$ cat config.mk
export PLATFORM = sky130hd
export DESIGN_NAME = riscv_trace_buffer
export DESIGN_NICKNAME = d
export VERILOG_FILES = /design/src/rtl/riscv_trace_buffer.sv
export SDC_FILE = /design/constraint.sdc
export NUM_CORES = 2
export LEC_CHECK = 0
export CAP_MARGIN = 15
export CORE_UTILIZATION = 30
export CTS_CLUSTER_SIZE = 8
export DETAILED_ROUTE_END_ITERATION = 8
export HOLD_SLACK_MARGIN = 0.06
export PLACE_DENSITY_LB_ADDON = 0.25
export SETUP_SLACK_MARGIN = 0.5
export SYNTH_ARGS = -nofsm -noshare
export SYNTH_HDL_FRONTEND = slang
export SYNTH_SLANG_ARGS = --single-unit
$ cat constraint.sdc
create_clock -name clk_i -period 60.3 [get_ports clk_i]
set_clock_uncertainty 0.15 [all_clocks]
set_input_delay 18.09 -clock clk_i [delete_from_list [all_inputs] [get_ports clk_i]]
set_output_delay 18.09 -clock clk_i [all_outputs]
set_load 0.1 [all_outputs]
$ cat src/rtl/riscv_trace_buffer.sv
`default_nettype none
// ============================================================================
// riscv_trace_buffer : retire-trace capture FIFO with optional PC trigger
// Revision 1.0
// ============================================================================
module riscv_trace_buffer #(
  parameter int XLEN      = 32,
  parameter int DEPTH     = 16,
  parameter int WRAP      = 0,
  parameter int FILTER_X0 = 1
) (
  input  logic                       clk_i,
  input  logic                       rstn_i,
  input  logic                       update_i,
  input  logic [XLEN-1:0]            pc_i,
  input  logic [31:0]                instr_i,
  input  logic [4:0]                 reg_addr_i,
  input  logic [XLEN-1:0]            reg_data_i,
  input  logic                       mem_we_i,
  input  logic [XLEN-1:0]            mem_addr_i,
  input  logic [XLEN-1:0]            mem_data_i,
  input  logic                       enable_i,
  input  logic                       clear_i,
  input  logic                       trig_en_i,
  input  logic [XLEN-1:0]            trig_pc_i,
  output logic                       out_valid_o,
  input  logic                       out_ready_i,
  output logic [XLEN-1:0]            out_pc_o,
  output logic [31:0]                out_instr_o,
  output logic [XLEN-1:0]            out_rd_data_o,
  output logic [XLEN-1:0]            out_mem_addr_o,
  output logic [XLEN-1:0]            out_mem_data_o,
  output logic [4:0]                 out_rd_o,
  output logic                       out_has_rd_o,
  output logic                       out_mem_we_o,
  output logic [$clog2(DEPTH):0]     count_o,
  output logic [15:0]                drop_cnt_o,
  output logic [63:0]                instret_o,
  output logic [1:0]                 state_o
);

  localparam int AW = $clog2(DEPTH);
  localparam int CW = AW + 1;
  localparam logic [CW-1:0] FULL_CNT = CW'(DEPTH);
  localparam bit WRAP_EN = (WRAP != 0);
  localparam bit FILT_EN = (FILTER_X0 != 0);

  typedef enum logic [1:0] {
    IDLE    = 2'd0,
    ARMED   = 2'd1,
    CAPTURE = 2'd2
  } state_e;

  state_e          state_q;
  logic [AW-1:0]   wp_q, rp_q;
  logic [CW-1:0]   count_q;
  logic [15:0]     drop_q;
  logic [63:0]     instret_q;

  logic [XLEN-1:0] pc_mem    [DEPTH];
  logic [31:0]     instr_mem [DEPTH];
  logic [4:0]      rd_mem    [DEPTH];
  logic [XLEN-1:0] rdd_mem   [DEPTH];
  logic            hasrd_mem [DEPTH];
  logic            mwe_mem   [DEPTH];
  logic [XLEN-1:0] maddr_mem [DEPTH];
  logic [XLEN-1:0] mdata_mem [DEPTH];

  logic w_trig_hit, w_push_req, w_push, w_pop, w_full, w_wr_en, w_drop, w_has_rd;

  assign w_trig_hit = update_i && (pc_i == trig_pc_i);
  // Disabling in ARMED/CAPTURE discards the retire of that same cycle.
  assign w_push_req = enable_i &&
                      (((state_q == CAPTURE) && update_i) ||
                       ((state_q == ARMED) && w_trig_hit));
  assign w_push  = w_push_req && !clear_i;
  assign w_pop   = (count_q != '0) && out_ready_i && !clear_i;
  assign w_full  = (count_q == FULL_CNT);
  assign w_drop  = w_push && w_full && !w_pop;
  assign w_wr_en = w_push && (!w_full || w_pop || WRAP_EN);
  assign w_has_rd = (reg_addr_i != 5'd0);

  always_ff @(posedge clk_i or negedge rstn_i) begin
    if (!rstn_i) begin
      state_q   <= IDLE;
      wp_q      <= '0;
      rp_q      <= '0;
      count_q   <= '0;
      drop_q    <= '0;
      instret_q <= '0;
    end else begin
      if (update_i) instret_q <= instret_q + 64'd1;

      case (state_q)
        IDLE:    if (enable_i) state_q <= trig_en_i ? ARMED : CAPTURE;
        ARMED:   if (!enable_i) state_q <= IDLE;
                 else if (w_trig_hit) state_q <= CAPTURE;
        CAPTURE: if (!enable_i) state_q <= IDLE;
        default: state_q <= IDLE;
      endcase

      if (clear_i) begin
        wp_q    <= '0;
        rp_q    <= '0;
        count_q <= '0;
        drop_q  <= '0;
      end else begin
        if (w_wr_en) wp_q <= wp_q + AW'(1);
        // In wrap mode an overflowing push evicts the oldest entry.
        if (w_pop || (w_drop && WRAP_EN)) rp_q <= rp_q + AW'(1);
        if (w_drop && (drop_q != 16'hFFFF)) drop_q <= drop_q + 16'd1;
        if (w_push && !w_full && !w_pop) count_q <= count_q + CW'(1);
        else if (w_pop && !w_push) count_q <= count_q - CW'(1);
      end
    end
  end

  always_ff @(posedge clk_i) begin
    if (w_wr_en) begin
      pc_mem[wp_q]    <= pc_i;
      instr_mem[wp_q] <= instr_i;
      rd_mem[wp_q]    <= reg_addr_i;
      rdd_mem[wp_q]   <= (FILT_EN && !w_has_rd) ? '0 : reg_data_i;
      hasrd_mem[wp_q] <= w_has_rd;
      mwe_mem[wp_q]   <= mem_we_i;
      maddr_mem[wp_q] <= mem_addr_i;
      mdata_mem[wp_q] <= mem_data_i;
    end
  end

  assign out_valid_o    = (count_q != '0);
  assign out_pc_o       = out_valid_o ? pc_mem[rp_q]    : '0;
  assign out_instr_o    = out_valid_o ? instr_mem[rp_q] : '0;
  assign out_rd_o       = out_valid_o ? rd_mem[rp_q]    : '0;
  assign out_rd_data_o  = out_valid_o ? rdd_mem[rp_q]   : '0;
  assign out_has_rd_o   = out_valid_o && hasrd_mem[rp_q];
  assign out_mem_we_o   = out_valid_o && mwe_mem[rp_q];
  assign out_mem_addr_o = out_valid_o ? maddr_mem[rp_q] : '0;
  assign out_mem_data_o = out_valid_o ? mdata_mem[rp_q] : '0;
  assign count_o        = count_q;
  assign drop_cnt_o     = drop_q;
  assign instret_o      = instret_q;
  assign state_o        = state_q;

endmodule
`default_nettype wire

# ---- Yosys cells after proc, flatten, opt, wreduce, memory -nomap -nowiden
# Memory sizes are Yosys's and may differ from the RTL's.
# Index checks and enable logic that the tools add are counted.
dict set report word_totals {
  mem_count 8
  latchBits 0
  rom_bits 0
  ram_bits 2672
  register_bits 95
  output_inout_bits 255
}
# name depth width read_ports rd_ports_with_merged_regs write_ports line
set mem_list {}
lappend mem_list {instr_mem 16 32 1 0 1 61} ;# logic [31:0] instr_mem [DEPTH];
lappend mem_list {maddr_mem 16 32 1 0 1 66} ;# logic [XLEN-1:0] maddr_mem [DEPTH];
lappend mem_list {mdata_mem 16 32 1 0 1 67} ;# logic [XLEN-1:0] mdata_mem [DEPTH];
lappend mem_list {pc_mem 16 32 1 0 1 60} ;# logic [XLEN-1:0] pc_mem [DEPTH];
lappend mem_list {rdd_mem 16 32 1 0 1 63} ;# logic [XLEN-1:0] rdd_mem [DEPTH];
lappend mem_list {rd_mem 16 5 1 0 1 62} ;# logic [4:0] rd_mem [DEPTH];
lappend mem_list {{2 more memories} - - - - - -}
dict set report classes {
  bitwise 0
  order_cmp 0
  muxes 24
  eq_ne 8
  n_div 0
  n_reduce_logical 30
  shift 0
  n_mul 0
  add_sub_neg 6
}
# operator n
set op_table {}
lappend op_table {{$mux 32} 6}
lappend op_table {{$add 64x1->64 const B} 1}
lappend op_table {{$eq 32x32->1} 1}
lappend op_table {{$mux 16} 2}
lappend op_table {{$mux 5} 4}
lappend op_table {{$add 16x1->16 const B} 1}
lappend op_table {{$logic_and 1x1->1} 16}
lappend op_table {{$mux 4} 4}
lappend op_table {{$ne 16x16->1 const B} 1}
lappend op_table {{$mux 2} 5}
lappend op_table {{$reduce_bool 5->1} 2}
lappend op_table {{$add 4x1->4 const B} 2}
lappend op_table {{$pmux 2 s3} 1}
lappend op_table {{$reduce_bool 2->1} 3}
lappend op_table {{$add 5x1->5 const B} 1}
lappend op_table {{$eq 5x5->1 const B} 1}
lappend op_table {{$sub 5x1->5 const B} 1}
lappend op_table {{$logic_not 1->1} 4}
lappend op_table {{$ne 2x2->1 const B} 2}
lappend op_table {{$ne 3x3->1 const B} 1}
lappend op_table {{$reduce_and 3->1} 1}
lappend op_table {{$reduce_bool 3->1} 1}
lappend op_table {{$eq 2x1->1 const B} 1}
lappend op_table {{$eq 2x2->1 const B} 1}
lappend op_table {{other kinds (3)} 5}

# ---- Longest topological paths before layout
dict set report logic_depth {
  word_depth 11
  ltp_mapped 12
}

# ---- Worst setup path before layout
# OpenSTA, ideal clock, no wires.
dict set report synth_timing {
  path_type {input-to-reg}
  start {input pc_i[4]}
  end {memory hasrd_mem[0] (enable)}
  path_stages 7
  setup_slack_ps 22690
  t_arrival_ps 36301
  required_time_ps 58991
  setup_time_ps 1159
  path_buffers 0
  path_cell_list {nor2b_1 a2111oi_2 and3_1 nand4_2 nand2_1 nand2_1 nor4b_1}
}
dict set report synth_via {
  elab_chain_cells 9
}
# item line
set synth_lines {}
lappend synth_lines {{start: declaration} 15} ;# input logic [XLEN-1:0] pc_i,
lappend synth_lines {{$eq 32x32->1} 71} ;# assign w_trig_hit = update_i && (pc_i == trig_pc_i);
lappend synth_lines {{$logic_and 1x1->1} 71}
lappend synth_lines {{$logic_and 1x1->1} 75} ;# ((state_q == ARMED) && w_trig_hit));
lappend synth_lines {{$logic_or 1x1->1} 74} ;# (((state_q == CAPTURE) && update_i) ||
lappend synth_lines {{$logic_and 1x1->1} 73} ;# assign w_push_req = enable_i &&
lappend synth_lines {{$logic_and 1x1->1} 76} ;# assign w_push = w_push_req && !clear_i;
lappend synth_lines {{$logic_and 1x1->1} 80} ;# assign w_wr_en = w_push && (!w_full || w_pop || WRAP_EN);
lappend synth_lines {{$mux 1} 119} ;# if (w_wr_en) begin
lappend synth_lines {{$mux 1 (implied by the code)} 124} ;# hasrd_mem[wp_q] <= w_has_rd;
lappend synth_lines {{end: declaration} 64} ;# logic hasrd_mem [DEPTH];
# Every way passes these cells.

# ---- Final worst setup path
dict set report layout_timing {
  start {register rp_q[0]}
  end {output out_pc_o[21]}
}
dict set report layout_via {
  elab_chain_cells 2
}
# item line
set layout_lines {}
lappend layout_lines {{start: declaration} 55} ;# logic [AW-1:0] wp_q, rp_q;
lappend layout_lines {{start signal: assignment} 110} ;# if (w_pop || (w_drop && WRAP_EN)) rp_q <= rp_q + AW'(1);
lappend layout_lines {{$mem_v2 16x32} -}
lappend layout_lines {{$mux 32} 132} ;# assign out_pc_o = out_valid_o ? pc_mem[rp_q] : '0;
lappend layout_lines {{end: declaration} 28} ;# output logic [XLEN-1:0] out_pc_o,
# Every way passes these cells.

==> summary.txt <==
Final layout
  – Filler instances: 32,100
  – Final non-filler cell total: 9,990
  – Most frequent cells in the layout: 2,672 x edfxtp_1, 835 x mux4_2, 458 x clkdlybuf4s50_1, 394 x clkbuf_16, 178 x and2_1
  – Most frequent standard cell in the layout excluding fill and tap cells: edfxtp_1
  – Number of nets at the end of the flow: 5,385
  – Fraction of final layout cells sized beyond drive strength 1: 26.7%
  – Area Overhead vs Synth: 20.2%

STA
  – Number of endpoints with negative hold slack in the final report: 0
  – Setup total negative slack: 0 ns
  – Final period demand of the worst path: 25.56 ns
  – Final setup viols: 0
  – Relative max-transition margin: 19.7%
  – Max Transition Viols Final: 0
  – Slew at the pin with the worst max-slew slack: 1.20 ns
  – Timing-limited maximum frequency: 39.1 MHz
  – Share of the cycle needed by the critical path after routing: 42.4%
  – RSZ-0062 raised after global routing: false

Power
  – Net Switching: 1.71 mW
  – IR Drop Worst-Case VDD: 0.0000347 V
  – Post-route total power: 5.43 mW
  – Power per Cell Area: 42.5 nW/um^2
  – Comb pwr share: 24.8%
  – Pleak: 38.7 nW
  – Total internal power: 3.72 mW
  – Clock power share: 35.9%
  – Net switching share of the total power: 31.5%
  – Register share of total power: 39.3%

Synthesis
  – Post-synthesis cell area: 106,000 sq um
  – #FFs+latches synth: 2,767
  – Adder-cell share of the synthesized area: 0.148%
  – Combinational family with the most area after synthesis: multiplexers
  – Post-synthesis mux area share: 17.8%
  – Synth Instances: 4,428
  – Number of enable flip-flop cells after synthesis: 2,672
  – Sequential-to-total area share from yosys stat: 77.8%
  – Library cells used by synthesis: 50
  – Xor/xnor cell area share of the yosys netlist: 0.791%
  – Syn avg cell area: 24.0 sq um
  – Ys flop type: edfxtp_1
  – Synthesis Warnings: 0
  – Compound-cell area share of the yosys netlist: 0.278%
  – Fraction of registers with async set or reset after synthesis: 3.43%
  – Simple-Gate Fraction of Synth Area: 2.34%
  – Net Count, Synth: 4,645

Critical path
  – Critical path startpoint category: flip-flop
  – Type of the worst setup path: flip-flop to output port
  – Slack of the worst reg-to-reg path: 53.77 ns
  – Endpoint class of the critical path: output port
  – Origin of the worst setup path: rp_q[0]$_DFFE_PN0P_
  – CP max FO: 49
  – Launching point of the worst reg2reg path: state_o[1]$_DFFE_PN0P_
  – Required time of the critical path: 42.06 ns
  – Endpoint arrival time on the critical path: 7.32 ns

Floorplan
  – Die Height: 597 um
  – Chip width: 597 um
  – Area of the placeable core: 352,000 sq um
  – I/O pin count: 460
  – Starting density of the core: 30.1%
  – DIE AREA: 357,000 sq um
  – Std cell rows: 218

Status
  – Run status: completed

Place
  – Weighted congestion reported at the end of routability-driven placement: 0.738
  – Port Buffer Count: 459
  – Hpwl dp: 150,000 um
  – Post-Place Cells: 9,507

Clock tree
  – Number of buffers inserted during clock tree synthesis: 388
  – Number of buffers inserted by post-CTS setup repair: 0
  – Clock input transition at the sequential cells of the worst setup and hold paths: 0.05 ns
  – Count of cells resized by post-cts repair: 0
  – TritonCTS sink count: 2,767
  – TritonCTS clock tree: yes
  – Deepest clock path buffer count: 4
  – Hold buffer count at CTS: 0
  – Clock insertion delay at the later pin of the skew report: 0.93 ns
  – # H-tree levels: 5
  – Root Driver: clkbuf_16

Detailed routing
  – Total Wirelength: 285,000 um
  – Count of unresolved DRC violations after routing: 0
  – Via count normalized by instance count: 4.94
  – Number of nets with antenna violations after detailed routing: 0
  – Routed wirelength normalized by instance count: 28.5 um
  – Total via count after detailed routing: 49,300
  – 1st-pass router iterations: 7
  – Initial DRC count: 4,443

Global route
  – First-pass GRT wire length: 403,000 um
  – Overall global routing resource usage: 15.8%
  – Total global routing overflow: 0
  – Via count of the first global-routing pass: 52,600
  – Maximum number of pins on one net before global-route repair: 124
  – Number of antenna violations at the first check in global routing: 60

Min path
  – Hold Crit Start: instret_o[63]$_DFFE_PN0P_
  – Worst min-delay path category: flip-flop to flip-flop

Job
  – # Max-Cap Violations: 0
==> worst paths after layout <==
check,cells after the start,to
max,8,out_pc_o[21]
min,1,instret_o[63]$_DFFE_PN0P_
max reg2reg,11,mdata_mem[15][5]$_DFFE_PP_
min reg2reg,1,instret_o[63]$_DFFE_PN0P_
max in group asynchronous,2,rp_q[2]$_DFFE_PN0P_
min in group asynchronous,1,instret_o[10]$_DFFE_PN0P_
==> area by class of cell <==
class	instances	area [sq um]	area share, %
flip-flops and latches	2767	82600	64.7
multi-input cells	1425	22800	17.9
clock buffers	437	10000	7.85
well taps	4730	5920	4.63
repair buffers	571	5660	4.44
clock inverters	31	576	0.451
inverters	15	56.3	0.0441
diodes	14	35.0	0.0274
==> state kept, by name, indices dropped and copies added (netlist names) <==
register,flops
hasrd_mem,16
drop_cnt_o,16
rdd_mem,512
mwe_mem,16
pc_mem,512
maddr_mem,512
wp_q,4
count_o,5
rd_mem,80
rp_q,4
instr_mem,512
instret_o,64
state_o,2
mdata_mem,512
==> cells by family after synthesis <==
family | Yosys count
muxes | 846
AOI/OAI and AO/OA | 48
and+or+nand+nor | 423
adders and majority gates | 12
DFF | 2767
xor gates and xnor gates | 96
buffers and inverters | 236
==> cells in the mapped netlist (2+ instances only) <==
cell | number | area share [%]
nor4b_1 | 3 | 0.025
mux2i_1 | 6 | 0.057
o21ai_0 | 12 | 0.057
or3_1 | 10 | 0.059
nor4_1 | 10 | 0.059
buf_1 | 14 | 0.049
and4_1 | 6 | 0.049
a21oi_1 | 21 | 0.099
nand3_1 | 25 | 0.12
nand2_1 | 42 | 0.15
nor2_1 | 27 | 0.095
nor2b_1 | 43 | 0.25
and3_1 | 21 | 0.12
buf_2 | 34 | 0.16
nand4_1 | 21 | 0.12
inv_1 | 15 | 0.053
o31ai_1 | 3 | 0.021
edfxtp_1 | 2672 | 76
nor3_1 | 13 | 0.061
a211o_1 | 2 | 0.016
xor2_1 | 23 | 0.19
nand2b_1 | 10 | 0.059
or4_1 | 4 | 0.028
nand3b_1 | 2 | 0.014
ha_1 | 11 | 0.13
xnor2_1 | 73 | 0.60
mux2_2 | 5 | 0.053
mux4_2 | 835 | 18
dfrtp_1 | 95 | 2.2
clkbuf_1 | 173 | 0.61
and2_1 | 178 | 1.0
==> power by group through the flow <==
stage / logic [mW] / clock network, mW / registers (mW)
floorplan: 0.961 / 0 / 2.19
global placement: 1.37 / 0 / 2.17
detailed placement: 1.37 / 0 / 2.17
CTS: 1.38 / 2.01 / 2.13
global route: 1.41 / 2.08 / 2.13
finish: 1.35 / 1.95 / 2.13
==> worst max-delay path, stage by stage (launching register included) <==
cell,delay (ns)
dfrtp_4,0.82
buf_4,0.67
buf_4,0.82
buf_4,0.92
buf_4,0.73
mux4_2,0.61
mux4_2,0.51
and2_1,0.19
clkdlybuf4s50_1,0.97
==> per-stage QoR <==
stage                     utilization [%]  hold slack (ns)  cell area [sq um]  worst slack, ns
after detailed placement             33.2            0.315             117000            34.29
final                                36.2            0.322             128000            34.74
after floorplan                         -            0.409             106000            22.69
after global placement               33.2            0.310             117000            34.41
after global routing                 36.2            0.335             128000            34.09
after CTS                            36.2            0.325             128000            34.34
==> layer usage <==
layer  share of wire [%]  track usage [%]
met4                 2.3             4.11
met3                 5.6             3.09
met1                  44             21.9
met2                  48             25.4
met5               0.072                0
Power figures use the tool's default switching activity.
